### src/rtl/mem_access_pkg.sv
// mem_access_pkg: shared types and lane helpers for the MEM-stage access engine.
//   mem_size_t      access size encoding (2'b11 behaves as a word)
//   mem_state_t     access FSM states
//   byte_enable     size + address low bits -> little-endian byte lanes
//   replicate_store size + store data -> lane-replicated bus write data
package mem_access_pkg;

  localparam int unsigned DATA_W = 32;
  localparam int unsigned BE_W   = 4;

  typedef enum logic [1:0] {
    MEM_BYTE = 2'b00,
    MEM_HALF = 2'b01,
    MEM_WORD = 2'b10
  } mem_size_t;

  typedef enum logic [1:0] {
    ST_IDLE = 2'b00,
    ST_REQ  = 2'b01,
    ST_DONE = 2'b10
  } mem_state_t;

  // Half accesses only look at a[1]; a[0] is ignored.
  function automatic logic [BE_W-1:0] byte_enable(input logic [1:0] size, input logic [1:0] a);
    logic [BE_W-1:0] be;
    case (size)
      MEM_BYTE: be = BE_W'(4'b0001 << a);
      MEM_HALF: be = a[1] ? 4'b1100 : 4'b0011;
      default:  be = 4'b1111;
    endcase
    return be;
  endfunction

  function automatic logic [DATA_W-1:0] replicate_store(input logic [1:0] size,
                                                        input logic [DATA_W-1:0] data);
    logic [DATA_W-1:0] wd;
    case (size)
      MEM_BYTE: wd = {4{data[7:0]}};
      MEM_HALF: wd = {2{data[15:0]}};
      default:  wd = data;
    endcase
    return wd;
  endfunction

endpackage

### src/rtl/mem_load_format.sv
// mem_load_format: combinational load formatter.
//   word      raw 32-bit bus read word
//   size      access size (mem_size_t encoding)
//   lane      address bits [1:0] of the access
//   sign_ext  1 = sign-extend byte/half, 0 = zero-extend
//   load_c    formatted 32-bit load value
module mem_load_format
  import mem_access_pkg::*;
(
  input  logic [DATA_W-1:0] word,
  input  logic [1:0]        size,
  input  logic [1:0]        lane,
  input  logic              sign_ext,
  output logic [DATA_W-1:0] load_c
);

  logic [7:0]  byte_sel;
  logic [15:0] half_sel;

  // Pick the addressed lane, then extend it to the full word.
  always_comb begin
    byte_sel = word[{lane, 3'b000} +: 8];
    half_sel = lane[1] ? word[31:16] : word[15:0];
    load_c   = word;
    case (size)
      MEM_BYTE: load_c = {{24{sign_ext & byte_sel[7]}}, byte_sel};
      MEM_HALF: load_c = {{16{sign_ext & half_sel[15]}}, half_sel};
      default:  load_c = word;
    endcase
  end

endmodule

### src/rtl/mem_access_unit.sv
// mem_access_unit: MEM-stage data-memory access engine (IDLE -> REQ -> DONE -> IDLE).
// Turns a load/store in EX/MEM into one req/ack word-bus transaction, stalls the
// pipeline until it completes and hands formatted load data to mem_wb in DONE.
//   clk, reset (async, active-low)
//   memReadInput/memWriteInput/memSizeInput/memSignedInput/addressInput/writeDataInput
//                         access request from EX/MEM (held while stalled)
//   stallOutput           pipeline hold (combinational, 1 in IDLE-with-access and REQ)
//   readDataOutput        formatted load data, valid in DONE, held otherwise
//   busErrorOutput        1 in DONE after a timed-out access
//   busReq/Write/Addr/ByteEn/WriteDataOutput, busAckInput, busReadDataInput
//                         word bus master side
// Optional: define MEM_ALIGN_CHECK_EN to add misalignOutput and skip the bus for
// misaligned half/word accesses.
module mem_access_unit
  import mem_access_pkg::*;
#(
  parameter int unsigned ADDR_W   = 32,
  parameter int unsigned MAX_WAIT = 15
) (
  input  logic              clk,
  input  logic              reset,
  input  logic              memReadInput,
  input  logic              memWriteInput,
  input  logic [1:0]        memSizeInput,
  input  logic              memSignedInput,
  input  logic [31:0]       addressInput,
  input  logic [31:0]       writeDataInput,
  output logic              stallOutput,
  output logic [31:0]       readDataOutput,
  output logic              busErrorOutput,
  output logic              busReqOutput,
  output logic              busWriteOutput,
  output logic [ADDR_W-1:0] busAddrOutput,
  output logic [3:0]        busByteEnOutput,
  output logic [31:0]       busWriteDataOutput,
  input  logic              busAckInput,
  input  logic [31:0]       busReadDataInput
`ifdef MEM_ALIGN_CHECK_EN
  ,
  output logic              misalignOutput
`endif
);

  localparam int unsigned WAIT_W = (MAX_WAIT > 2) ? $clog2(MAX_WAIT) : 1;
  localparam logic [WAIT_W-1:0] WAIT_LAST = WAIT_W'(MAX_WAIT - 1);

  mem_state_t        state;
  logic [WAIT_W-1:0] wait_cnt;
  logic [1:0]        size_q;
  logic [1:0]        lane_q;
  logic              signed_q;
  logic              access_c;
  logic [31:0]       load_c;

  assign access_c = memReadInput | memWriteInput;

  // Held in reset so the pipeline is released the moment reset asserts.
  assign stallOutput = reset & (((state == ST_IDLE) & access_c) | (state == ST_REQ));

`ifdef MEM_ALIGN_CHECK_EN
  logic misaligned_c;
  assign misaligned_c = ((memSizeInput == MEM_HALF) & addressInput[0]) |
                        (memSizeInput[1] & (addressInput[1:0] != 2'b00));
`endif

  mem_load_format u_load_format (
    .word     (busReadDataInput),
    .size     (size_q),
    .lane     (lane_q),
    .sign_ext (signed_q),
    .load_c   (load_c)
  );

  // Access FSM with registered bus and result outputs.
  always_ff @(posedge clk or negedge reset) begin
    if (!reset) begin
      state              <= ST_IDLE;
      wait_cnt           <= '0;
      size_q             <= 2'b00;
      lane_q             <= 2'b00;
      signed_q           <= 1'b0;
      readDataOutput     <= '0;
      busErrorOutput     <= 1'b0;
      busReqOutput       <= 1'b0;
      busWriteOutput     <= 1'b0;
      busAddrOutput      <= '0;
      busByteEnOutput    <= '0;
      busWriteDataOutput <= '0;
`ifdef MEM_ALIGN_CHECK_EN
      misalignOutput     <= 1'b0;
`endif
    end else begin
      case (state)
        ST_IDLE: begin
          busErrorOutput <= 1'b0;
          if (access_c) begin
            // Read+write together is treated as a write.
            size_q             <= memSizeInput;
            lane_q             <= addressInput[1:0];
            signed_q           <= memSignedInput;
            wait_cnt           <= '0;
            busWriteOutput     <= memWriteInput;
            busAddrOutput      <= {addressInput[ADDR_W-1:2], 2'b00};
            busByteEnOutput    <= byte_enable(memSizeInput, addressInput[1:0]);
            busWriteDataOutput <= replicate_store(memSizeInput, writeDataInput);
`ifdef MEM_ALIGN_CHECK_EN
            if (misaligned_c) begin
              state          <= ST_DONE;
              readDataOutput <= '0;
              misalignOutput <= 1'b1;
            end else
`endif
            begin
              state        <= ST_REQ;
              busReqOutput <= 1'b1;
            end
          end
        end
        ST_REQ: begin
          if (busAckInput) begin
            busReqOutput <= 1'b0;
            state        <= ST_DONE;
            if (!busWriteOutput) readDataOutput <= load_c;
          end else if (wait_cnt == WAIT_LAST) begin
            busReqOutput   <= 1'b0;
            state          <= ST_DONE;
            readDataOutput <= '0;
            busErrorOutput <= 1'b1;
          end else begin
            wait_cnt <= wait_cnt + WAIT_W'(1);
          end
        end
        ST_DONE: begin
          // Same instruction is still on the inputs; do not restart it.
          state          <= ST_IDLE;
          busErrorOutput <= 1'b0;
`ifdef MEM_ALIGN_CHECK_EN
          misalignOutput <= 1'b0;
`endif
        end
        default: state <= ST_IDLE;
      endcase
    end
  end

endmodule

### config.mk
export PLATFORM = sky130hd
export DESIGN_NAME = mem_access_unit
export DESIGN_NICKNAME = d
export VERILOG_FILES = /design/src/rtl/mem_access_pkg.sv /design/src/rtl/mem_load_format.sv /design/src/rtl/mem_access_unit.sv
export SDC_FILE = /design/constraint.sdc
export NUM_CORES = 1
export LEC_CHECK = 0
export BUFFER_PORTS_ARGS = -buffer_cell sky130_fd_sc_hd__buf_2
export CORE_ASPECT_RATIO = 0.7
export CORE_MARGIN = 1
export CORE_UTILIZATION = 50
export DETAILED_ROUTE_END_ITERATION = 8
export GPL_TIMING_DRIVEN = 0
export PLACE_DENSITY = 0.77
export SETUP_SLACK_MARGIN = 0.1
export SYNTH_ARGS = -nofsm -noshare
export SYNTH_HDL_FRONTEND = slang
export SYNTH_HIERARCHICAL = 1
export SYNTH_SLANG_ARGS = --single-unit
export TNS_END_PERCENT = 5
### constraint.sdc
create_clock -name clk -period 1.9 [get_ports clk]
set_input_delay 0.095 -clock clk [delete_from_list [all_inputs] [get_ports clk]]
set_output_delay 0.095 -clock clk [all_outputs]
set_load 0.005 [all_outputs]
Word-level counts from Yosys, hierarchy flattened
Cells that the tools add are included.

storage, ports and cells
  word-level logic and storage cells = 68
  flip-flop bits (word level) = 112
  output and inout bits = 104
  input bits = 104

operators by class
  $add $sub $neg = 1
  bitwise gates (word level) = 6
  eq/ne operators = 11
  shift operators = 2
  reduce and logical (&&, ||, !) cells = 13
  multiplexer cells = 23

operators with widths
  cell                                                                      number
  32-bit case mux with 2 select lines                                       2
  32-bit two-way mux                                                        3
  32-bit by 6-bit indexed part select with 8-bit output                     1
  16-bit two-way mux                                                        1
  4-bit two-way mux                                                         4
  4-bit case mux with 2 select lines                                        2
  3-bit AND reduction                                                       3
  2-bit inequality test (second input constant)                             4
  2-bit by 1-bit == test with 1-bit output (second input constant)          3
  2-bit zero test                                                           3
  2-bit two-way mux                                                         3
  2-bit nonzero test                                                        3
  1-bit two-way mux                                                         5
  4-bit by 1-bit adder with 4-bit output (second input constant)            1
  1-bit bitwise AND                                                         4
  4-bit == test (second input constant)                                     1
  1-bit case mux with 2 select lines                                        2
  2-bit case mux with 2 select lines                                        1
  2-bit AND reduction                                                       2
  4-bit AND reduction                                                       1
  1-bit by 2-bit left shift with 4-bit output (first input constant)        1
  3-bit by 2-bit inequality test with 1-bit output (second input constant)  1
  2-bit == test (second input constant)                                     1
  2-bit by 1-bit inequality test with 1-bit output (second input constant)  1
  2 further kinds                                                           3

Longest topological paths before layout
Gate-level depths: netlist of the first run.

  depth in word-level cells = 5
  mapped depth = 8
  mapped depth without buffers = 7

Hierarchy
The synthesis of the first run kept the hierarchy.

by module, submodules not included
  module           seq. area each (um2)  cells an instance  area each (um2)  times used
  mem_access_unit  2802.7                382                4888.4           1
  mem_load_format  0.0                   123                705.7            1

Worst setup path after synthesis of the first run
Ideal clock, no wire load.

  path kind = register to register
  start = register lane_q[0]
  end = register readDataOutput[10]
  slack = 0.380 ns
  clock period less this slack = 1.520 ns
  arrival time = 1.391 ns
  required time = 1.770 ns
  library setup time = 0.130 ns
  cell stages (with the launch flop) = 7
  path buffers = 0
  cell sequence = dfrtp_1 mux2i_1 mux2_2 nor3_4 a221o_2 a22oi_1 o2bb2ai_1

between the ends
  cells in the longest elaborated chain, start to end = 5

RTL lines
  what                                                   line                    text
  start, declared                                        mem_access_unit.sv:50   logic [1:0] lane_q;
  start signal, assigned                                 mem_access_unit.sv:99   lane_q <= addressInput[1:0];
  32-bit by 6-bit indexed part select with 8-bit output  mem_load_format.sv:22   byte_sel = word[{lane, 3'b000} +: 8];
  1-bit bitwise AND                                      mem_load_format.sv:26   MEM_BYTE: load_c = {{24{sign_ext & byte_sel[7]}}, byte_sel};
  32-bit case mux with 2 select lines                    mem_load_format.sv:25   case (size)
  via load_c[10]                                         mem_access_unit.sv:53   logic [31:0] load_c;
  32-bit two-way mux                                     mem_access_unit.sv:123  if (!busWriteOutput) readDataOutput <= load_c;
  32-bit two-way mux                                     mem_access_unit.sv:120  if (busAckInput) begin
  end signal, assigned                                   mem_access_unit.sv:123
  end, declared                                          mem_access_unit.sv:29   output logic [31:0] readDataOutput,

The timed path passes the listed nets, and every way through them passes these cells. The select of a mux whose other input is x is not followed.
A chain may end at the register's enable or synchronous reset.

Worst setup path after layout of the first run
  start = register lane_q[1]
  end = register readDataOutput[24]

between the ends
  cells in the longest elaborated chain, start to end = 5
  elaborated cells between the ends (all ways) = 7
  those cells by class = shift: 1; mux: 4; bitwise: 2

RTL lines
  what                                                                                         line
  32-bit by 6-bit indexed part select with 8-bit output or 16-bit two-way mux (tied branches)  mem_load_format.sv:22, mem_load_format.sv:23
  1-bit bitwise AND (on tied branches)                                                         mem_load_format.sv:26, mem_load_format.sv:27
  32-bit case mux with 2 select lines *                                                        mem_load_format.sv:25
  via load_c[24]                                                                               mem_access_unit.sv:53
  32-bit two-way mux *                                                                         mem_access_unit.sv:123
  32-bit two-way mux *                                                                         mem_access_unit.sv:120

The timed path passes the listed nets; every way through them passes the cells marked *. The select of a mux whose other input is x is not followed.

==> results of run 1 <==
## routing by layer
metal  part of all wire [%]  vias up
li1                       -     2353
met5                      0        -
met3                    7.1       24
met2                     47      218
met4                    1.3        0
met1                     44     2543
## power by group through the flow
stage / sequential, mW / clock [mW] / combinational, mW
after CTS: 4.37 / 1.94 / 5.55
after global routing: 4.55 / 2.02 / 6.20
after global placement: 4.31 / 0 / 5.29
after detailed placement: 4.38 / 0 / 5.46
final: 4.40 / 1.90 / 5.65
after floorplan: 4.38 / 0 / 3.23
## cell families after synthesis
| group | Yosys count | share of synthesized area, % |
|---|---|---|
| other | 1 | 0.06703 |
| AND/OR/NAND/NOR | 102 | 8.768 |
| adder cells (fa/ha/maj) | 2 | 0.4473 |
| AO/OA/AOI/OAI | 160 | 20.42 |
| flip-flops | 112 | 50.10 |
| multiplexers | 82 | 15.88 |
| buffers and inverters | 46 | 4.317 |
## repair_timing
item / CTS / global route
gates resized for setup: 0 / 9
setup buffers: 2 / 0
hold endpoints to repair: 80 / 46
setup endpoints to repair: 2 / 22
pin swaps: 1 / 1
## flip-flops by register name (all words and copies together) (netlist names)
register	count
busWriteDataOutput	32
busErrorOutput	1
lane_q	2
wait_cnt	4
signed_q	1
busWriteOutput	1
busReqOutput	1
state	2
busAddrOutput	30
size_q	2
readDataOutput	32
busByteEnOutput	4
## worst paths after layout
kind / depth (start not counted) / end / slack (ns) / startpoint
worst max register to register: 8 / readDataOutput[24] / 0.13 / lane_q[1]
min in group clk: 3 / busWriteDataOutput[17] / 0.02 / writeDataInput[17]
worst max-delay path: 8 / readDataOutput[24] / 0.13 / lane_q[1]
worst min-delay path: 1 / busWriteDataOutput[30] / -0.26 / reset
max in group asynchronous: 2 / lane_q[1] / 1.41 / reset
worst min register to register: 1 / busAddrOutput[30] / 0.48 / busAddrOutput[30]
## through the flow
step | power (mW) | std cells
6_report | 11.95 | 912
3_3_place_gp | 9.605 | 859
2_1_floorplan | 7.612 | 506
5_1_grt | 12.77 | 912
4_1_cts | 11.86 | 912
3_5_place_dp | 9.840 | 860
## layout make-up
type | count | area, um2 | area share [%]
flip-flops and latches | 112 | 2805 | 37.29
plain buffers | 40 | 221.5 | 2.944
clock inverters | 7 | 77.57 | 1.031
multi-input cells | 348 | 2575 | 34.23
repair buffers | 242 | 1411 | 18.76
inverters | 6 | 22.52 | 0.2994
clock buffers | 9 | 225.2 | 2.994
well taps | 148 | 185.2 | 2.461
## worst register-to-register path, cell delays in order, from the launching register on
cell	delay [ns]
dfrtp_2	0.46
buf_4	0.19
nor2_1	0.15
a22oi_2	0.13
nand2_4	0.14
buf_2	0.21
nand2_1	0.09
a22oi_1	0.19
o2bb2ai_1	0.10
## synthesized netlist by cell type (2+ instances only)
library cell | count | area, um2
a221o_2 | 8 | 90.09
o2bb2ai_1 | 32 | 280.3
clkbuf_1 | 17 | 63.81
o21ai_2 | 2 | 17.52
nand2b_1 | 8 | 50.05
a21oi_1 | 6 | 30.03
a21o_1 | 3 | 22.52
a22oi_1 | 36 | 270.3
o21a_1 | 2 | 15.01
buf_6 | 4 | 45.04
o21bai_1 | 2 | 15.01
buf_2 | 13 | 65.06
o21ai_0 | 42 | 210.2
mux2i_1 | 28 | 280.3
buf_4 | 6 | 45.04
nor2_2 | 2 | 12.51
nor2_1 | 9 | 33.78
nor2b_1 | 5 | 31.28
mux2_1 | 46 | 518.0
inv_1 | 6 | 22.52
dfrtp_1 | 112 | 2803
and2b_1 | 3 | 22.52
a32o_1 | 2 | 20.02
nor2b_2 | 2 | 17.52
a31oi_1 | 2 | 12.51
ha_1 | 2 | 25.02
a2bb2oi_1 | 3 | 26.28
o21ai_1 | 12 | 60.06
o22a_1 | 3 | 26.28
nand2_1 | 66 | 247.7
mux2_2 | 8 | 90.09
==> impl_results.html, run 1 <==
<table>
<tr><th>Metric</th><th>Value</th></tr>
<tr><th colspan="2">Finish</th></tr>
<tr><td>Number of inserted filler cells in the final layout</td><td>835</td></tr>
<tr><td>Nets@finish</td><td>865</td></tr>
<tr><td>Final Core Density</td><td>70.79%</td></tr>
<tr><td>Finished Cell Area</td><td>0.007523 mm2</td></tr>
<tr><td>Area growth from synthesis to layout</td><td>34.49%</td></tr>
<tr><td>Fraction of layout cells with a size suffix above 1</td><td>36.91%</td></tr>
<tr><td>Leading cell types in the layout, fill and taps excluded</td><td>buf_2, dfrtp_1, nand2_1</td></tr>
<tr><td>Number of diodes added for antenna fixing</td><td>0</td></tr>
<tr><td>Most common cell after layout, fill and taps aside</td><td>buf_2</td></tr>
<tr><th colspan="2">Placed design</th></tr>
<tr><td>Worst setup slack after placement</td><td>0.1128 ns</td></tr>
<tr><td>Weighted congestion reported at the end of routability-driven placement</td><td>0.8819</td></tr>
<tr><td>Cell area reported after detailed placement</td><td>0.006839 mm2</td></tr>
<tr><td>Post-detailed-placement half-perimeter wirelength</td><td>11910 um</td></tr>
<tr><td>Count of buffers from port buffering</td><td>205</td></tr>
<tr><th colspan="2">STA</th></tr>
<tr><td>Maximum clock frequency</td><td>0.5645 GHz</td></tr>
<tr><td>Number of pins exceeding their max-slew limit in the final report</td><td>0</td></tr>
<tr><td>Final worst hold slack</td><td>-0.2613 ns</td></tr>
<tr><td>RSZ-0062 raised after global routing</td><td>yes</td></tr>
<tr><td>Fin Clk Skew</td><td>0.01030 ns</td></tr>
<tr><td>Share of the clock period used by the worst path after layout</td><td>93.24%</td></tr>
<tr><td>Shortest clock period the worst path allows after layout</td><td>1.772 ns</td></tr>
<tr><td>Number of failing hold endpoints at the final stage</td><td>46</td></tr>
<tr><td>Transition time at the pin with the least slew margin</td><td>0.6180 ns</td></tr>
<tr><td>Max-slew headroom</td><td>58.80%</td></tr>
<tr><td>Final number of setup-violating endpoints</td><td>0</td></tr>
<tr><td>Summed negative setup slack over all endpoints</td><td>0 ns</td></tr>
<tr><td>Post-route worst setup slack</td><td>0.1284 ns</td></tr>
<tr><th colspan="2">Power</th></tr>
<tr><td>Power density normalized to cell area</td><td>1588 mW/mm2</td></tr>
<tr><td>Standby leakage power</td><td>3.637 nW</td></tr>
<tr><td>Sw Pwr</td><td>4.665 mW</td></tr>
<tr><td>Reg power frac</td><td>36.8%</td></tr>
<tr><td>Portion of total power attributed to combinational logic</td><td>47.3%</td></tr>
<tr><td>Fraction of power consumed by the clock network</td><td>15.9%</td></tr>
<tr><td>Maximum VDD drop</td><td>0.7133 mV</td></tr>
<tr><td>P_int</td><td>7.284 mW</td></tr>
<tr><td>Switching power as a share of total power</td><td>39.04%</td></tr>
<tr><th colspan="2">GRT</th></tr>
<tr><td>GR Util met3</td><td>6.280%</td></tr>
<tr><td>Met1 track utilization from global routing</td><td>40.40%</td></tr>
<tr><td>Routing usage on met2</td><td>47.07%</td></tr>
<tr><td>Overflow after GRT</td><td>0</td></tr>
<tr><td>Aggregate global-route resource usage</td><td>29.38%</td></tr>
<tr><td>Initial antenna violation count</td><td>0</td></tr>
<tr><td>Busiest metal layer after global routing</td><td>met2</td></tr>
<tr><td>Via count of the first global-routing pass</td><td>5193</td></tr>
<tr><td>Maximum number of pins on one net before global-route repair</td><td>68</td></tr>
<tr><td>Wire length of the first global-routing pass</td><td>26550 um</td></tr>
<tr><th colspan="2">Setup path</th></tr>
<tr><td>Worst path buffer plus inverter count</td><td>2</td></tr>
<tr><td>Slowest library cell on the worst path</td><td>dfrtp_2</td></tr>
<tr><td>Cells along the critical path</td><td>buf_4 &gt; nor2_1 &gt; a22oi_2 &gt; nand2_4 &gt; buf_2 &gt; nand2_1 &gt; a22oi_1 &gt; o2bb2ai_1</td></tr>
<tr><td>Crit path launch type</td><td>register</td></tr>
<tr><td>Critical Path Max Stage Delay</td><td>0.46 ns</td></tr>
<tr><td>Critical path endpoint category</td><td>register</td></tr>
<tr><td>Critical setup path kind</td><td>reg -&gt; reg</td></tr>
<tr><td>Arrival time at the worst endpoint</td><td>2.00 ns</td></tr>
<tr><td>WP data required</td><td>2.13 ns</td></tr>
<tr><td>Crit path max fanout</td><td>10</td></tr>
<tr><td>Family with the most delay on the worst path</td><td>flip-flops</td></tr>
<tr><th colspan="2">Routing</th></tr>
<tr><td>Average wire length per cell after detail routing</td><td>18.13 um</td></tr>
<tr><td>Detailed Route Iter0 Violations</td><td>403</td></tr>
<tr><td>Initial DRT Pass Iterations</td><td>6</td></tr>
<tr><td>Via count</td><td>5138</td></tr>
<tr><td>Remaining DRCs</td><td>0</td></tr>
<tr><td>Number of nets with antenna violations after detailed routing</td><td>0</td></tr>
<tr><td>Total wirelength of the detailed-routed design</td><td>16540 um</td></tr>
<tr><td>Vias per cell</td><td>5.634</td></tr>
<tr><th colspan="2">CTS</th></tr>
<tr><td>Max clock buf depth</td><td>2</td></tr>
<tr><td>Count of clock tree sinks</td><td>112</td></tr>
<tr><td>Clock insertion delay at the later pin of the skew report</td><td>0.35 ns</td></tr>
<tr><td>CTS clk-pin slew, worst paths</td><td>0.08 ns</td></tr>
<tr><td>Cts-stage hold buffer count</td><td>34</td></tr>
<tr><td>Maximum level of the CTS H-tree</td><td>3</td></tr>
<tr><td>TritonCTS clock tree</td><td>done</td></tr>
<tr><td>TritonCTS Buffers</td><td>9</td></tr>
<tr><td>Clk root buf</td><td>clkbuf_16</td></tr>
<tr><th colspan="2">Synth</th></tr>
<tr><td>Netlist area before placement</td><td>0.005594 mm2</td></tr>
<tr><td>Average instance area after synthesis</td><td>11.08 um2</td></tr>
<tr><td>Number of flops mapped to enable cells by yosys</td><td>0</td></tr>
<tr><td>Most instantiated flip-flop cell in the synthesis netlist</td><td>dfrtp_1</td></tr>
<tr><td>Sequential-to-total area share from yosys stat</td><td>50.10%</td></tr>
<tr><td>Synthesized instance count</td><td>505</td></tr>
<tr><td>Number of synthesis warnings</td><td>6</td></tr>
<tr><td>Async set or reset register ratio after synthesis</td><td>100.0%</td></tr>
<tr><td>Synthesis-stage register bit count</td><td>112</td></tr>
<tr><td>Library cells used by synthesis</td><td>44</td></tr>
<tr><th colspan="2">Die</th></tr>
<tr><td>Starting density of the core</td><td>52.64%</td></tr>
<tr><td>Die Footprint</td><td>0.01162 mm2</td></tr>
<tr><td>Number of placement rows</td><td>31</td></tr>
<tr><td>Ports</td><td>208</td></tr>
<tr><td>Die width</td><td>128.4 um</td></tr>
<tr><td>Core ar.</td><td>0.01063 mm2</td></tr>
<tr><td>Die extent in y</td><td>90.50 um</td></tr>
<tr><th colspan="2">Run status</th></tr>
<tr><td>Violations in the final reports</td><td>hold timing</td></tr>
<tr><td>Outcome</td><td>finished with violations</td></tr>
<tr><th colspan="2">Run</th></tr>
<tr><td>Max-cap violation count</td><td>0</td></tr>
<tr><th colspan="2">Min path</th></tr>
<tr><td>Class of the worst hold path</td><td>in -&gt; async</td></tr>
</table>
No activity file was read; power rests on OpenSTA's default activity.
==> run 2: changes to the inputs <==
--- a/config.mk
+++ b/config.mk
@@ -6,9 +6,11 @@
 export NUM_CORES = 1
 export LEC_CHECK = 0
 export BUFFER_PORTS_ARGS = -buffer_cell sky130_fd_sc_hd__buf_2
+export CELL_PAD_IN_SITES_DETAIL_PLACEMENT = 1
+export CELL_PAD_IN_SITES_GLOBAL_PLACEMENT = 1
 export CORE_ASPECT_RATIO = 0.7
 export CORE_MARGIN = 1
-export CORE_UTILIZATION = 50
+export CORE_UTILIZATION = 38
 export DETAILED_ROUTE_END_ITERATION = 8
 export GPL_TIMING_DRIVEN = 0
 export PLACE_DENSITY = 0.77
==> run 2 against run 1 <==
Compared with the run above:
- non-clock buffer count did not move
- core utilization fell by 17 points
- the flow now finishes without violations
- clock-buffer cell count rose by 1
- sequential power barely moved
- largest power group unchanged
- cell count rose by 4.6%
- sequential share of layout area fell by 0.24 points
- flip-flop and latch count did not move
- fmax rose by 0.44%
- critical path depth did not move
- critical endpoint is now readDataOutput[4]
- register-to-register slack barely moved
- via count fell by 2.7%
- global-route usage fell by 5.0 points
==> impl_results.html, run 2 (synthesized netlist as in run 1, its figures left out) <==
<table>
<tr><th>Metric</th><th>Value</th></tr>
<tr><th colspan="2">Run status</th></tr>
<tr><td>Outcome</td><td>finished clean</td></tr>
<tr><th colspan="2">Power</th></tr>
<tr><td>Total power of the final layout</td><td>12.07 mW (+0.99%)</td></tr>
<tr><td>Power density normalized to cell area</td><td>1594 mW/mm2 (+0.39%)</td></tr>
<tr><td>Standby leakage power</td><td>3.637 nW (about the same)</td></tr>
<tr><td>Maximum VDD drop</td><td>0.6826 mV (-4.3%)</td></tr>
<tr><th colspan="2">Setup path</th></tr>
<tr><td>Critical setup path kind</td><td>reg -&gt; reg</td></tr>
<tr><td>Crit path max fanout</td><td>10 (unchanged)</td></tr>
<tr><td>Critical path endpoint category</td><td>register</td></tr>
<tr><td>WP data required</td><td>2.17 ns (+0.04 ns)</td></tr>
<tr><td>Crit path launch type</td><td>register</td></tr>
<tr><td>Arrival time at the worst endpoint</td><td>2.03 ns (+0.03 ns)</td></tr>
<tr><th colspan="2">Die</th></tr>
<tr><td>Die extent in y</td><td>103.5 um (+14%)</td></tr>
<tr><td>Core ar.</td><td>0.01414 mm2 (+33%)</td></tr>
<tr><td>Die width</td><td>147.0 um (+14%)</td></tr>
<tr><td>Die Footprint</td><td>0.01522 mm2 (+31%)</td></tr>
<tr><td>Ports</td><td>208 (unchanged)</td></tr>
<tr><td>Starting density of the core</td><td>39.55% (-13 points)</td></tr>
<tr><td>Number of placement rows</td><td>36 (+16%)</td></tr>
<tr><th colspan="2">Placed design</th></tr>
<tr><td>Worst setup slack after placement</td><td>0.1345 ns (+0.02175 ns)</td></tr>
<tr><td>Count of buffers from port buffering</td><td>205 (unchanged)</td></tr>
<tr><td>Weighted congestion reported at the end of routability-driven placement</td><td>0.8941 (+1.4%)</td></tr>
<tr><td>Post-detailed-placement half-perimeter wirelength</td><td>13410 um (+13%)</td></tr>
<tr><th colspan="2">CTS</th></tr>
<tr><td>CTS clk-pin slew, worst paths</td><td>0.08 ns (about the same)</td></tr>
<tr><td>Maximum level of the CTS H-tree</td><td>3 (unchanged)</td></tr>
<tr><td>TritonCTS clock tree</td><td>done</td></tr>
<tr><td>TritonCTS Buffers</td><td>9 (unchanged)</td></tr>
<tr><td>Clk root buf</td><td>clkbuf_16</td></tr>
<tr><td>Clock insertion delay at the later pin of the skew report</td><td>0.35 ns (about the same)</td></tr>
<tr><td>Max clock buf depth</td><td>2 (unchanged)</td></tr>
<tr><td>Count of clock tree sinks</td><td>112 (unchanged)</td></tr>
<tr><th colspan="2">Routing</th></tr>
<tr><td>Average wire length per cell after detail routing</td><td>19.17 um (+5.7%)</td></tr>
<tr><td>Initial DRT Pass Iterations</td><td>4 (-2)</td></tr>
<tr><td>Total wirelength of the detailed-routed design</td><td>18290 um (+11%)</td></tr>
<tr><td>Remaining DRCs</td><td>0 (unchanged)</td></tr>
<tr><td>Number of nets with antenna violations after detailed routing</td><td>0 (unchanged)</td></tr>
<tr><td>Vias per cell</td><td>5.240 (-7.0%)</td></tr>
<tr><td>Detailed Route Iter0 Violations</td><td>219 (-46%)</td></tr>
<tr><td>Via count</td><td>4999 (-2.7%)</td></tr>
<tr><th colspan="2">GRT</th></tr>
<tr><td>Via count of the first global-routing pass</td><td>5287 (+1.8%)</td></tr>
<tr><td>Overflow after GRT</td><td>0 (unchanged)</td></tr>
<tr><td>Aggregate global-route resource usage</td><td>24.40% (-5.0 points)</td></tr>
<tr><td>Initial antenna violation count</td><td>0 (unchanged)</td></tr>
<tr><td>Maximum number of pins on one net before global-route repair</td><td>66 (-2.9%)</td></tr>
<tr><td>Wire length of the first global-routing pass</td><td>29290 um (+10%)</td></tr>
<tr><th colspan="2">STA</th></tr>
<tr><td>Summed negative setup slack over all endpoints</td><td>0 ns (unchanged)</td></tr>
<tr><td>Shortest clock period the worst path allows after layout</td><td>1.764 ns (-0.007787 ns)</td></tr>
<tr><td>Max-slew headroom</td><td>61.84% (+3.0 points)</td></tr>
<tr><td>Maximum clock frequency</td><td>0.5670 GHz (+0.44%)</td></tr>
<tr><td>Final worst hold slack</td><td>0.02919 ns (+0.2905 ns)</td></tr>
<tr><td>Fin Clk Skew</td><td>0.01183 ns (+0.001523 ns)</td></tr>
<tr><td>Transition time at the pin with the least slew margin</td><td>0.5724 ns (-0.04564 ns)</td></tr>
<tr><td>Post-route worst setup slack</td><td>0.1362 ns (+0.007787 ns)</td></tr>
<tr><td>Number of failing hold endpoints at the final stage</td><td>0 (-100%)</td></tr>
<tr><td>Final number of setup-violating endpoints</td><td>0 (unchanged)</td></tr>
<tr><td>RSZ-0062 raised after global routing</td><td>yes</td></tr>
<tr><td>Share of the clock period used by the worst path after layout</td><td>92.83% (-0.41 points)</td></tr>
<tr><td>Number of pins exceeding their max-slew limit in the final report</td><td>0 (unchanged)</td></tr>
<tr><th colspan="2">Finish</th></tr>
<tr><td>Number of inserted filler cells in the final layout</td><td>1594 (+91%)</td></tr>
<tr><td>Largest regs</td><td>busWriteDataOutput: 32 flops, readDataOutput: 32 flops, busAddrOutput: 30 flops</td></tr>
<tr><td>Nets@finish</td><td>865 (unchanged)</td></tr>
<tr><td>Final Core Density</td><td>53.51% (-17 points)</td></tr>
<tr><td>Area growth from synthesis to layout</td><td>35.29%</td></tr>
<tr><td>Leading cell types in the layout, fill and taps excluded</td><td>buf_2, dfrtp_1, nand2_1</td></tr>
<tr><td>Fraction of layout cells with a size suffix above 1</td><td>36.91% (unchanged)</td></tr>
<tr><td>Most common cell after layout, fill and taps aside</td><td>buf_2</td></tr>
<tr><td>Number of diodes added for antenna fixing</td><td>0 (unchanged)</td></tr>
<tr><th colspan="2">Min path</th></tr>
<tr><td>Class of the worst hold path</td><td>in -&gt; reg</td></tr>
<tr><th colspan="2">Run</th></tr>
<tr><td>Max-cap violation count</td><td>0 (unchanged)</td></tr>
</table>
-- run 2: cell types whose count changed in the layout (fill, tap and decap cells not counted), sizes merged --
| cell | before | now |
|---|---|---|
| dlygate4sd3 | 34 | 32 |
| clkinv | 4 | 2 |
| clkbuf | 27 | 30 |
| inv | 8 | 9 |
-- run 2: area by class of cell --
class                           count  area, um2  share of cell area (%)
Sequential cell                   112       2804                   37.05
Multi-Input combinational cell    348       2575                   34.02
Timing Repair Buffer              242       1410                   18.63
Tap cell                          190      237.7                   3.141
Clock buffer                       10      229.0                   3.025
Buffer                             40      229.0                   3.025
Clock inverter                      6      61.31                  0.8101
Inverter                            6      22.52                  0.2976
-- run 2: where the power goes --
part | internal (mW) | switching [mW]
Clock | 0.925 | 0.919
Combinational | 2.79 | 3.01
Sequential | 3.59 | 0.832
-- run 2: final timing paths --
kind	startpoint	to	slack, ns	cells after the start
max	lane_q[1]	readDataOutput[4]	0.14	8
min	writeDataInput[1]	busWriteDataOutput[1]	0.03	2
max reg2reg	lane_q[1]	readDataOutput[4]	0.14	8
min reg2reg	busAddrOutput[31]	busAddrOutput[31]	0.49	1
max in group asynchronous	reset	lane_q[1]	0.97	3
min in group asynchronous	reset	readDataOutput[14]	0.25	2
-- run 2: per-stage QoR --
stage	area, um2	std cells
floorplan	5598	506
global placement	6862	901
detailed placement	6895	902
CTS	7521	952
global route	7569	954
finish	7569	954
-- run 2: timing repair --
action | in CTS | in global routing
hold buffers | 32 | 0
buffers inserted | 2 | 2
gates resized for setup | 0 | 11
hold endpoints to repair | 78 | 0
pin swaps | 1 | 2
cloned | 0 | 0
setup endpoints to repair | 1 | 32
-- run 2: routing by layer --
layer  GRT usage, %  share of wire [%]  routed length, um  vias up
li1               -                  -                  -     2357
met1          34.78                 47               8649     2490
met2          39.03                 47               8535      139
met3          5.154                5.5                999       13
met4          3.387               0.56                103        0
met5              0                  0                  0        -
-- run 2: critical path, cell delays in order, from the launching register on --
cell and delay [ns]:
dfrtp_2 0.43, buf_4 0.20, buf_2 0.26, nand2_1 0.09, nand2_1 0.13, a22oi_1 0.08, o21ai_0 0.23, a22oi_1 0.11
o2bb2ai_1 0.16
==> run 3: changes to the inputs <==
--- a/config.mk
+++ b/config.mk
@@ -10,13 +10,12 @@
 export CELL_PAD_IN_SITES_GLOBAL_PLACEMENT = 1
 export CORE_ASPECT_RATIO = 0.7
 export CORE_MARGIN = 1
-export CORE_UTILIZATION = 38
+export CORE_UTILIZATION = 36
 export DETAILED_ROUTE_END_ITERATION = 8
 export GPL_TIMING_DRIVEN = 0
 export PLACE_DENSITY = 0.77
 export SETUP_SLACK_MARGIN = 0.1
 export SYNTH_ARGS = -nofsm -noshare
 export SYNTH_HDL_FRONTEND = slang
-export SYNTH_HIERARCHICAL = 1
 export SYNTH_SLANG_ARGS = --single-unit
 export TNS_END_PERCENT = 5
==> run 3 against run 2 <==
Compared with the run above:
- register-to-register slack worse by 0.09 ns
- highest routed layer unchanged
- first-iteration DRC count down 18%
- hold slack worse by 0.020 ns
==> impl_results.html, run 3 <==
<table>
<tr><th>Metric</th><th>Value</th></tr>
<tr><th colspan="2">Power</th></tr>
<tr><td>Fraction of power consumed by the clock network</td><td>16.5% (+1.2 points)</td></tr>
<tr><td>Reg power frac</td><td>38.7% (+2.1 points)</td></tr>
<tr><td>Portion of total power attributed to combinational logic</td><td>44.8% (-3.3 points)</td></tr>
<tr><td>Sw Pwr</td><td>4.254 mW (-11%)</td></tr>
<tr><td>Standby leakage power</td><td>3.805 nW (+4.6%)</td></tr>
<tr><td>Power density normalized to cell area</td><td>1482 mW/mm2 (-7.0%)</td></tr>
<tr><td>Maximum VDD drop</td><td>0.7188 mV (+5.3%)</td></tr>
<tr><td>P_int</td><td>6.534 mW (-11%)</td></tr>
<tr><td>Switching power as a share of total power</td><td>39.43% (-0.058 points)</td></tr>
<tr><th colspan="2">Run</th></tr>
<tr><td>Max-cap violation count</td><td>0 (unchanged)</td></tr>
<tr><th colspan="2">Finish</th></tr>
<tr><td>Leading cell types in the layout, fill and taps excluded</td><td>buf_2, nand2_1, dfrtp_1</td></tr>
<tr><td>Fraction of layout cells with a size suffix above 1</td><td>35.63% (-1.3 points)</td></tr>
<tr><td>Nets@finish</td><td>901 (+4.2%)</td></tr>
<tr><td>Area growth from synthesis to layout</td><td>41.85%</td></tr>
<tr><td>Largest regs</td><td>busWriteDataOutput: 32 flops, readDataOutput: 32 flops, busAddrOutput: 30 flops</td></tr>
<tr><td>Most common cell after layout, fill and taps aside</td><td>buf_2</td></tr>
<tr><td>Number of inserted filler cells in the final layout</td><td>1644 (+3.1%)</td></tr>
<tr><th colspan="2">Setup path</th></tr>
<tr><td>Most frequent CP cell</td><td>buf_4</td></tr>
<tr><td>Crit path launch type</td><td>register</td></tr>
<tr><td>Reg-to-reg slack, setup</td><td>0.05 ns (-0.09 ns)</td></tr>
<tr><td>Slowest library cell on the worst path</td><td>dfrtp_1</td></tr>
<tr><td>Worst reg2reg path depth</td><td>6 (-2)</td></tr>
<tr><td>Startpoint of the worst setup timing path</td><td>size_q[0]</td></tr>
<tr><td>Arrival time at the worst endpoint</td><td>2.14 ns (+0.11 ns)</td></tr>
<tr><td>WP data required</td><td>2.19 ns (+0.02 ns)</td></tr>
<tr><td>Crit Reg-Reg Startpoint</td><td>size_q[0]</td></tr>
<tr><td>Crit path max fanout</td><td>5 (-5)</td></tr>
<tr><td>Critical path endpoint category</td><td>register</td></tr>
<tr><td>Critical setup path kind</td><td>reg -&gt; reg</td></tr>
<tr><td>Cells along the critical path</td><td>or3_4 &gt; or2_4 &gt; a2111oi_4 &gt; buf_4 &gt; buf_4 &gt; a221o_2</td></tr>
<tr><td>Endpoint of the most critical register-to-register path</td><td>readDataOutput[30]</td></tr>
<tr><td>Critical Path Max Stage Delay</td><td>0.42 ns (about the same)</td></tr>
<tr><th colspan="2">Routing</th></tr>
<tr><td>Initial DRT Pass Iterations</td><td>4 (unchanged)</td></tr>
<tr><td>Remaining DRCs</td><td>0 (unchanged)</td></tr>
<tr><td>Detailed Route Iter0 Violations</td><td>179 (-18%)</td></tr>
<tr><td>Total wirelength of the detailed-routed design</td><td>18370 um (+0.44%)</td></tr>
<tr><td>Average wire length per cell after detail routing</td><td>18.54 um (-3.3%)</td></tr>
<tr><td>Highest routed metal layer</td><td>met4</td></tr>
<tr><td>Met1 layer wirelength in the final routing</td><td>8356 um (-3.4%)</td></tr>
<tr><td>Detailed-routed wire length on met2</td><td>8607 um (+0.84%)</td></tr>
<tr><td>Via count</td><td>4955 (-0.88%)</td></tr>
<tr><td>Vias per cell</td><td>5.000 (-4.6%)</td></tr>
<tr><td>Routed met3 length</td><td>1141 um (+14%)</td></tr>
<tr><td>Number of nets with antenna violations after detailed routing</td><td>0 (unchanged)</td></tr>
<tr><th colspan="2">STA</th></tr>
<tr><td>Fin Clk Skew</td><td>0.008236 ns (-0.003590 ns)</td></tr>
<tr><td>Share of the clock period used by the worst path after layout</td><td>97.53% (+4.7 points)</td></tr>
<tr><td>Number of pins exceeding their max-slew limit in the final report</td><td>0 (unchanged)</td></tr>
<tr><td>Shortest clock period the worst path allows after layout</td><td>1.853 ns (+0.08923 ns)</td></tr>
<tr><td>Max-slew headroom</td><td>34.79% (-27 points)</td></tr>
<tr><td>Post-route worst setup slack</td><td>0.04700 ns (-0.08923 ns)</td></tr>
<tr><td>RSZ-0062 raised after global routing</td><td>yes</td></tr>
<tr><td>Final number of setup-violating endpoints</td><td>0 (unchanged)</td></tr>
<tr><td>Number of failing hold endpoints at the final stage</td><td>0 (unchanged)</td></tr>
<tr><td>Maximum clock frequency</td><td>0.5397 GHz (-4.8%)</td></tr>
<tr><td>Summed negative setup slack over all endpoints</td><td>0 ns (unchanged)</td></tr>
<tr><td>Transition time at the pin with the least slew margin</td><td>0.9746 ns (+0.4022 ns)</td></tr>
<tr><th colspan="2">Die</th></tr>
<tr><td>Starting density of the core</td><td>36.86% (-2.7 points)</td></tr>
<tr><td>Die extent in y</td><td>101.9 um (-1.6%)</td></tr>
<tr><td>Number of placement rows</td><td>36 (unchanged)</td></tr>
<tr><td>Die Footprint</td><td>0.01474 mm2 (-3.2%)</td></tr>
<tr><td>Die width</td><td>144.7 um (-1.6%)</td></tr>
<tr><td>Ports</td><td>208 (unchanged)</td></tr>
<tr><td>Core ar.</td><td>0.01392 mm2 (-1.6%)</td></tr>
<tr><th colspan="2">GRT</th></tr>
<tr><td>Overflow after GRT</td><td>0 (unchanged)</td></tr>
<tr><td>Initial antenna violation count</td><td>1 (+1)</td></tr>
<tr><td>Aggregate global-route resource usage</td><td>25.36% (+0.96 points)</td></tr>
<tr><td>Wire length of the first global-routing pass</td><td>28320 um (-3.3%)</td></tr>
<tr><td>Maximum number of pins on one net before global-route repair</td><td>65 (-1.5%)</td></tr>
<tr><td>Via count of the first global-routing pass</td><td>5266 (-0.40%)</td></tr>
<tr><th colspan="2">Placed design</th></tr>
<tr><td>Weighted congestion reported at the end of routability-driven placement</td><td>0.8329 (-6.8%)</td></tr>
<tr><td>Count of buffers from port buffering</td><td>205 (unchanged)</td></tr>
<tr><td>Post-detailed-placement half-perimeter wirelength</td><td>12860 um (-4.1%)</td></tr>
<tr><td>Worst setup slack after placement</td><td>-0.2618 ns (-0.3964 ns)</td></tr>
<tr><th colspan="2">CTS</th></tr>
<tr><td>TritonCTS Buffers</td><td>9 (unchanged)</td></tr>
<tr><td>Clk root buf</td><td>clkbuf_16</td></tr>
<tr><td>Count of clock tree sinks</td><td>112 (unchanged)</td></tr>
<tr><td>Max clock buf depth</td><td>2 (unchanged)</td></tr>
<tr><td>CTS clk-pin slew, worst paths</td><td>0.07 ns (about the same)</td></tr>
<tr><td>Clock insertion delay at the later pin of the skew report</td><td>0.35 ns (about the same)</td></tr>
<tr><td>TritonCTS clock tree</td><td>done</td></tr>
<tr><td>Maximum level of the CTS H-tree</td><td>3 (unchanged)</td></tr>
<tr><th colspan="2">Synth</th></tr>
<tr><td>Synthesis-stage register bit count</td><td>112 (unchanged)</td></tr>
<tr><td>Multiplexer fraction of the synthesized cell area</td><td>8.000% (-7.9 points)</td></tr>
<tr><td>Most repeated cell in the gate-level netlist after synthesis</td><td>nand2_1</td></tr>
<tr><td>Synth top area cells</td><td>dfrtp_1, nand2_1, mux2i_1</td></tr>
<tr><td>Number of synthesis warnings</td><td>0 (-6)</td></tr>
<tr><td>Library cells used by synthesis</td><td>41 (-6.8%)</td></tr>
<tr><td>Simple-gate share of the synthesized area</td><td>17.98% (+9.2 points)</td></tr>
<tr><td>Sequential-to-total area share from yosys stat</td><td>54.63% (+4.5 points)</td></tr>
<tr><td>Most instantiated flip-flop cell in the synthesis netlist</td><td>dfrtp_1</td></tr>
<tr><td>XOR/XNOR Fraction of Synth Area</td><td>0.3415% (+0.34 points)</td></tr>
<tr><td>Synth Area in Compound Gates</td><td>15.00% (-5.4 points)</td></tr>
<tr><td>Async set or reset register ratio after synthesis</td><td>100.0% (unchanged)</td></tr>
<tr><td>Area share of the largest cell type after synthesis</td><td>54.63% (+4.5 points)</td></tr>
<tr><td>Netlist area before placement</td><td>0.005130 mm2 (-8.3%)</td></tr>
<tr><td>Average instance area after synthesis</td><td>9.716 um2 (-12%)</td></tr>
<tr><td>Cell taking the most area after synthesis</td><td>dfrtp_1</td></tr>
<tr><td>Adder-cell share of the synthesized area</td><td>0.4878% (+0.040 points)</td></tr>
<tr><td>Main combinational cell family by area after synthesis</td><td>simple AND/OR/NAND/NOR gates</td></tr>
<tr><td>Number of flops mapped to enable cells by yosys</td><td>0 (unchanged)</td></tr>
<tr><td>Synth top cells by count</td><td>nand2_1, dfrtp_1, o21ai_0, mux2i_1, clkbuf_1</td></tr>
<tr><td>Synthesized instance count</td><td>528 (+4.6%)</td></tr>
<tr><th colspan="2">Min path</th></tr>
<tr><td>Number of stages on the worst hold path</td><td>2 (unchanged)</td></tr>
<tr><td>Worst hold endpoint</td><td>readDataOutput[16]</td></tr>
<tr><td>Worst hold start</td><td>busReadDataInput[16]</td></tr>
<tr><td>Class of the worst hold path</td><td>in -&gt; reg</td></tr>
<tr><th colspan="2">Run status</th></tr>
<tr><td>Outcome</td><td>finished clean</td></tr>
</table>
## run 3: cell count changes in the layout (fill, tap and decap cells not counted), sizes merged, moves of 7 or more
cell / before / now
a21oi: 6 / 19
a221o: 8 / 16
a22oi: 37 / 0
clkbuf: 30 / 37
mux2: 54 / 8
nand2: 67 / 158
nand2b: 8 / 18
o2bb2ai: 32 / 8
## run 3: repair_timing
action / 4_1_cts / 5_1_grt
gates cloned: 0 / 2
resized for setup: 18 / 43
hold buffers: 36 / 0
buffers inserted: 2 / 9
setup endpoints to repair: 65 / 76
pin swaps: 1 / 4
hold endpoints to repair: 83 / 0
## run 3: final cells by class
class | instances | area, um2 | share of cell area (%)
Antenna cell | 1 | 2.502 | 0.03439
Inverter | 5 | 18.77 | 0.2579
Clock buffer | 12 | 236.5 | 3.250
Buffer | 37 | 214.0 | 2.940
Multi-Input combinational cell | 375 | 2210 | 30.36
Sequential cell | 112 | 2804 | 38.53
Clock inverter | 4 | 31.28 | 0.4298
Tap cell | 190 | 237.7 | 3.267
Timing Repair Buffer | 255 | 1523 | 20.93
## run 3: per-layer routing
layer  vias to the layer above  global-route usage [%]
li1                       2321                       -
met3                        26                   6.795
met5                         -                       0
met4                         0                   5.911
met1                      2459                   34.18
met2                       149                   40.87
## run 3: power groups by stage
| stage | sequential, mW | combinational (mW) | clock [mW] |
|---|---|---|---|
| 2_1_floorplan | 4.17 | 2.29 | 0 |
| 3_3_place_gp | 4.09 | 4.29 | 0 |
| 3_5_place_dp | 4.16 | 4.47 | 0 |
| 4_1_cts | 4.15 | 4.60 | 1.82 |
| 5_1_grt | 4.31 | 5.42 | 1.91 |
| 6_report | 4.18 | 4.84 | 1.78 |
## run 3: per-stage QoR
step | hold WS [ns] | instances | area [um2] | power, mW | util [%]
finish | 0.009405 | 991 | 7277 | 10.79 | 52.28
global route | 0.006957 | 990 | 7274 | 11.64 | 52.27
CTS | 0.002861 | 979 | 7111 | 10.57 | 51.09
detailed placement | 0.07108 | 925 | 6431 | 8.630 | 46.21
global placement | 0.2847 | 924 | 6397 | 8.383 | 45.96
floorplan | -0.2006 | 529 | 5134 | 6.461 | -
## run 3: worst max-delay path by stage
stage / endpoint / slack, ns / cells after the start
after floorplan: readDataOutput[27] / 0.10 / 5
after global routing: readDataOutput[7] / -0.02 / 5
after CTS: readDataOutput[19] / -0.03 / 5
after global placement: busAddrOutput[19] / -0.63 / 1
final: readDataOutput[30] / 0.05 / 6
after detailed placement: busAddrOutput[25] / -0.26 / 6
## run 3: logic make-up (layout without fill, tap and decap cells)
kind of cell,count (synthesis),count (layout)
buf+inv,42,313
other cells,1,3
mux,40,40
fa+ha+maj,2,2
xor+xnor,2,2
simple gates,218,218
compound gates,111,111
flops,112,112
## run 3: critical path, delay by kind of cell (launching register included)
| kind | cells | cell delay [ns] |
|---|---|---|
| buffers and inverters | 2 | 0.35 |
| AND/OR/NAND/NOR | 2 | 0.64 |
| AO/OA/AOI/OAI | 2 | 0.39 |
| flip-flops | 1 | 0.42 |
